`src/rtl/vram_pkg.sv`:
```
`default_nettype none
// ============================================================================
// Module  : vram_pkg
// Brief   : shared types and defaults for the video RAM arbiter
// Revision: 1.0
// ============================================================================
package vram_pkg;

    localparam int c_AW   = 13;
    localparam int c_DW   = 8;
    localparam int c_VLAT = 2;

    // Owner of the read data travelling back through the RAM pipeline
    typedef enum logic [1:0] {
        TAG_NONE = 2'd0,
        TAG_VID  = 2'd1,
        TAG_CPU  = 2'd2
    } tag_e;

    typedef enum logic [1:0] {
        ST_IDLE      = 2'd0,
        ST_RD_ISSUE  = 2'd1,
        ST_RD_WAIT   = 2'd2,
        ST_WR_ACCEPT = 2'd3
    } cpu_st_e;

endpackage
`default_nettype wire

```
`src/rtl/vram_wbuf.sv`:
```
`default_nettype none
// ============================================================================
// Module  : vram_wbuf
// Brief   : single-entry posted-write buffer for CPU writes to video RAM
// Revision: 1.0
// ============================================================================
module vram_wbuf
    import vram_pkg::*;
#(
    parameter int AW = c_AW,
    parameter int DW = c_DW
) (
    input  logic          clock_i,
    input  logic          reset_n_i,
    input  logic          accept_i,
    input  logic [AW-1:0] addr_i,
    input  logic [DW-1:0] data_i,
    input  logic          drain_i,
    output logic          full_o,
    output logic [AW-1:0] addr_o,
    output logic [DW-1:0] data_o
);

    logic          valid_q, valid_d;
    logic [AW-1:0] addr_q,  addr_d;
    logic [DW-1:0] data_q,  data_d;

    always_comb begin
        valid_d = valid_q;
        addr_d  = addr_q;
        data_d  = data_q;
        if (drain_i) begin
            valid_d = 1'b0;
        end
        if (accept_i) begin
            valid_d = 1'b1;
            addr_d  = addr_i;
            data_d  = data_i;
        end
    end

    always_ff @(posedge clock_i or negedge reset_n_i) begin
        if (!reset_n_i) begin
            valid_q <= 1'b0;
            addr_q  <= '0;
            data_q  <= '0;
        end else begin
            valid_q <= valid_d;
            addr_q  <= addr_d;
            data_q  <= data_d;
        end
    end

    assign full_o = valid_q;
    assign addr_o = addr_q;
    assign data_o = data_q;

endmodule
`default_nettype wire

```
`src/rtl/vram_arbiter.sv`:
```
`default_nettype none
// ============================================================================
// Module  : vram_arbiter
// Brief   : shares the video RAM between VGA fetch (highest priority) and CPU
// Revision: 1.0
// ============================================================================
module vram_arbiter
    import vram_pkg::*;
#(
    parameter int AW   = c_AW,
    parameter int DW   = c_DW,
    parameter int VLAT = c_VLAT
) (
    input  logic          clock_i,
    input  logic          reset_n_i,
    input  logic          vid_rd_i,
    input  logic [AW-1:0] vid_addr_i,
    output logic [DW-1:0] vid_data_o,
    input  logic          cpu_req_i,
    input  logic          cpu_we_i,
    input  logic [AW-1:0] cpu_addr_i,
    input  logic [DW-1:0] cpu_wdata_i,
    output logic [DW-1:0] cpu_rdata_o,
    output logic          cpu_ack_o,
    output logic [AW-1:0] mem_addr_o,
    output logic          mem_we_o,
    output logic [DW-1:0] mem_wdata_o,
    input  logic [DW-1:0] mem_rdata_i
);

    cpu_st_e       state_q;
    logic          armed_q;
    tag_e          tag_q [VLAT];
    logic [AW-1:0] mem_addr_q;
    logic          mem_we_q;
    logic [DW-1:0] mem_wdata_q;
    logic [DW-1:0] vid_data_q;
    logic [DW-1:0] cpu_rdata_q;
    logic          cpu_ack_q;

    logic          w_wb_full;
    logic [AW-1:0] w_wb_addr;
    logic [DW-1:0] w_wb_data;
    logic          w_drain;
    logic          w_accept;

    assign w_drain  = w_wb_full & ~vid_rd_i;
    assign w_accept = (state_q == ST_WR_ACCEPT) & ~w_wb_full;

    vram_wbuf #(
        .AW (AW),
        .DW (DW)
    ) u_wbuf (
        .clock_i   (clock_i),
        .reset_n_i (reset_n_i),
        .accept_i  (w_accept),
        .addr_i    (cpu_addr_i),
        .data_i    (cpu_wdata_i),
        .drain_i   (w_drain),
        .full_o    (w_wb_full),
        .addr_o    (w_wb_addr),
        .data_o    (w_wb_data)
    );

    always_ff @(posedge clock_i or negedge reset_n_i) begin
        if (!reset_n_i) begin
            state_q     <= ST_IDLE;
            armed_q     <= 1'b1;
            mem_addr_q  <= '0;
            mem_we_q    <= 1'b0;
            mem_wdata_q <= '0;
            vid_data_q  <= '0;
            cpu_rdata_q <= '0;
            cpu_ack_q   <= 1'b0;
            for (int i = 0; i < VLAT; i++) tag_q[i] <= TAG_NONE;
        end else begin
            cpu_ack_q <= 1'b0;
            if (!cpu_req_i) armed_q <= 1'b1;

            for (int i = VLAT - 1; i > 0; i--) tag_q[i] <= tag_q[i-1];
            if (tag_q[VLAT-1] == TAG_VID) vid_data_q <= mem_rdata_i;

            // Slot priority: video, then buffer drain, then CPU read
            mem_we_q <= 1'b0;
            tag_q[0] <= TAG_NONE;
            if (vid_rd_i) begin
                mem_addr_q <= vid_addr_i;
                tag_q[0]   <= TAG_VID;
            end else if (w_wb_full) begin
                mem_addr_q  <= w_wb_addr;
                mem_wdata_q <= w_wb_data;
                mem_we_q    <= 1'b1;
            end else if (state_q == ST_RD_ISSUE) begin
                mem_addr_q <= cpu_addr_i;
                tag_q[0]   <= TAG_CPU;
            end

            case (state_q)
                ST_IDLE: begin
                    if (cpu_req_i && armed_q)
                        state_q <= cpu_we_i ? ST_WR_ACCEPT : ST_RD_ISSUE;
                end
                ST_RD_ISSUE: begin
                    if (!vid_rd_i && !w_wb_full) state_q <= ST_RD_WAIT;
                end
                ST_RD_WAIT: begin
                    if (tag_q[VLAT-1] == TAG_CPU) begin
                        cpu_rdata_q <= mem_rdata_i;
                        cpu_ack_q   <= 1'b1;
                        armed_q     <= 1'b0;
                        state_q     <= ST_IDLE;
                    end
                end
                ST_WR_ACCEPT: begin
                    if (!w_wb_full) begin
                        cpu_ack_q <= 1'b1;
                        armed_q   <= 1'b0;
                        state_q   <= ST_IDLE;
                    end
                end
                default: state_q <= ST_IDLE;
            endcase
        end
    end

    assign vid_data_o  = vid_data_q;
    assign cpu_rdata_o = cpu_rdata_q;
    assign cpu_ack_o   = cpu_ack_q;
    assign mem_addr_o  = mem_addr_q;
    assign mem_we_o    = mem_we_q;
    assign mem_wdata_o = mem_wdata_q;

endmodule
`default_nettype wire

```
`config.mk`:
```
export PLATFORM = sky130hd
export DESIGN_NAME = vram_arbiter
export DESIGN_NICKNAME = d
export VERILOG_FILES = /design/src/rtl/vram_pkg.sv /design/src/rtl/vram_wbuf.sv /design/src/rtl/vram_arbiter.sv
export SDC_FILE = /design/constraint.sdc
export NUM_CORES = 1
export LEC_CHECK = 0
export CAP_MARGIN = 20
export CORE_UTILIZATION = 51
export DETAILED_ROUTE_END_ITERATION = 12
export PLACE_DENSITY = 0.92
export SYNTH_ARGS = -nofsm -noshare
export SYNTH_HDL_FRONTEND = slang
export SYNTH_SLANG_ARGS = --single-unit
```
`constraint.sdc`:
```
create_clock -name clock_i -period 3 [get_ports clock_i]
set_clock_uncertainty 0.2 [all_clocks]
set_input_delay 0.6 -clock clock_i [delete_from_list [all_inputs] [get_ports clock_i]]
set_output_delay 0.6 -clock clock_i [all_outputs]
set_load 0.02 [all_outputs]
```
==> metrics.yaml <==
power_and_ir_drop:
  power_leakage_uw: 0.00182
  powerDensity_nw_per_um2: 499
  peakVddDrop_mv: 0.336
  total_power_uw: 1980
finish:
  fill_cells: 383
  final_cells: 366
  final_cell_area_sq_um: 3970
  final_common_cell: "clkdlybuf4s50_1"
  multi_input_area_sq_um: 1050
  layout_common_cells: "84 x clkdlybuf4s50_1, 67 x dfrtp_1, 53 x mux2_2"
  ff_latch_area_sq_um: 1700
  drive_above_1_share_pct: 26.5
  nNetsFinal: 336
  antenna_cells: 0
  area_growth_pct: 36.4
worst_setup_path:
  rr_endpoint: "mem_addr_o[12]"
  worstPathRequired_ps: 2200
  crit_arrival_ps: 1310
  rr_worst_depth: 4
  critPathBufInv: 1
  critPathKind: "reg -> out"
  end_kind: "output port"
  path_cells: "clkdlybuf4s50_1"
  slowest_delay_ps: 630
  cp_top_family: "buffers and inverters"
  r2r_slack_ps: 1210
  start_kind: "flop"
  r2r-start: "u_wbuf.full_o"
  critPathMaxFanout: 2
  cpMaxStageDelayCell: "clkdlybuf4s50_1"
global_route:
  track_usage_pct: 20.1
  grt_pass1_wl_mm: 9.10
  antenna_found_initial: 0
  grt_max_degree: 29
  grt_overflow: 0
  grt_pass1_vias: 1909
synthesis:
  ys_top_cells_by_area: "dfrtp_1 58%, mux2_2 21%, mux2i_1 9.0%, inv_1 2.1%, mux2_1 1.9%"
  yosysTopAreaCellShare_pct: 57.7
  syn-num-nets: 244
  syn_area_sq_um: 2910
  synth_seq_cells: 68
  synth_adder_area_share_pct: 0
  synth-edff-count: 0
  synthArstFlopShare_pct: 100
  synth_top_family_by_area: "multiplexers"
  synth_mux_area_share_pct: 31.4
  synthFlopType: "dfrtp_1"
  synth_seq_area_share_pct: 58.6
  synth-compound-area-share_pct: 1.81
  synth-xor-area-share_pct: 0
  synthCells: 197
  synth_largest_area_cell: "dfrtp_1"
  syn-mean-instance-area_sq_um: 14.8
  synth-simple-area-share_pct: 2.67
  yosys_warnings: 0
  synth.distinct_cells: 22
placement:
  dp_cells: 350
  pre_cts_ws_ps: 734
  port_buffers: 85
  gp_congestion: 0.705
  dpl_cell_area_sq_um: 3800
  detailed_place_hpwl_mm: 3.98
cts:
  cts_setup_buffers: 0
  hold_buffers: 0
  cts_buffer_depth: 2
  htree_levels: 3
  cts.clk_slew.worst_paths_ps: 70
  cts_sinks: 68
  cts_tree: "built"
  clockRootBuffer: "clkbuf_8"
  cts_resized: 0
  cts_made_buffers: 9
  clk_latency_ps: 320
timing:
  setup_viol: 0
  tns_ps: 0
  min_period_over_period_pct: 70.4
  worst_pin_slew_ps: 616
  min_period_ps: 2110
  relSlewSlack_pct: 58.9
  fin_ws_ps: 888
  final_hold_viol_count: 0
  grt_setup_unrepaired: "no"
  maxSlewViolCount: 0
  fmax_mhz: 474
floorplanning:
  die_area_sq_um: 6010
  core_sq_um: 5510
  die_h_um: 77.5
  ios: 86
  die_w_um: 77.5
  num_rows: 27
  start_util_pct: 52.8
routing:
  wl_per_cell_um: 15.2
  drc: 0
  drt_iter0_drc: 68
  totalWireLength_mm: 5.55
  via_per_inst: 5.04
  ant_nets: 0
  route.vias.total: 1843
  firstDrtPassIters: 4
run_status:
  run_status: "finished, final reports clean"
job:
  cap_violations: 0
worst_hold_path:
  hp-class: "in -> async"
[metal layers]
metal | part of all wire [%] | wire [um] | track usage (%)
met1 | 44 | 2440 | 26.0
met2 | 50 | 2790 | 32.7
met3 | 4.3 | 236 | 4.00
met4 | 1.5 | 84 | 9.25
met5 | 0 | 0 | 0
[cells by family after synthesis]
family	after synthesis
AOI/OAI and AO/OA	6
muxes	84
and+or+nand+nor	11
buffers and inverters	28
DFF	68
[registers in the layout, indices dropped and copies added, names as in the netlist, 2 cells and up]
signal         count
u_wbuf.addr_o     13
u_wbuf.data_o      8
tag_q              4
state_q            2
mem_wdata_o        8
cpu_rdata_o        8
mem_addr_o        13
vid_data_o         8
[worst max-delay path by stage]
stage / startpoint / to / depth (start not counted) / slack, ps
final: mem_addr_o[8] / mem_addr_o[8] / 1 / 890
after global routing: cpu_rdata_o[2] / cpu_rdata_o[2] / 1 / 850
after CTS: cpu_rdata_o[2] / cpu_rdata_o[2] / 1 / 870
after detailed placement: vid_rd_i / mem_wdata_o[4] / 3 / 730
after global placement: vid_rd_i / mem_wdata_o[3] / 3 / 750
after floorplan: vid_rd_i / mem_wdata_o[0] / 4 / 1240
[Yosys cell counts (all sizes together), types with 2 or more instances]
cell and instances:
a21oi 2, buf 11, dfrtp 67, inv 17
mux2 58, mux2i 26, nand2 4, nand2b 3
[report_power, final]
group,internal (uW),switching (uW)
registers,979,32.5
clock network,322,308
logic,191,147
[per-stage QoR]
step           util, %  hold slack [ps]
2_1_floorplan        -              104
3_3_place_gp      69.1              132
3_5_place_dp      69.1              136
4_1_cts           72.1             92.8
5_1_grt           72.1              126
6_report          72.1             86.4
[worst reg2reg max path, delay by kind of cell, from the launching register on]
kind                   cells  cell delay [ps]
flip-flops                 1              590
multiplexers               3              600
buffers and inverters      1              280
[cell type report]
class / instances / area share (%)
inverters: 17 / 1.61
repair buffers: 92 / 22.6
clock inverters: 2 / 0.252
clock buffers: 14 / 3.85
well taps: 72 / 2.27
flip-flops and latches: 68 / 42.9
multi-input cells: 101 / 26.5
(Power assumes the default switching activity.)
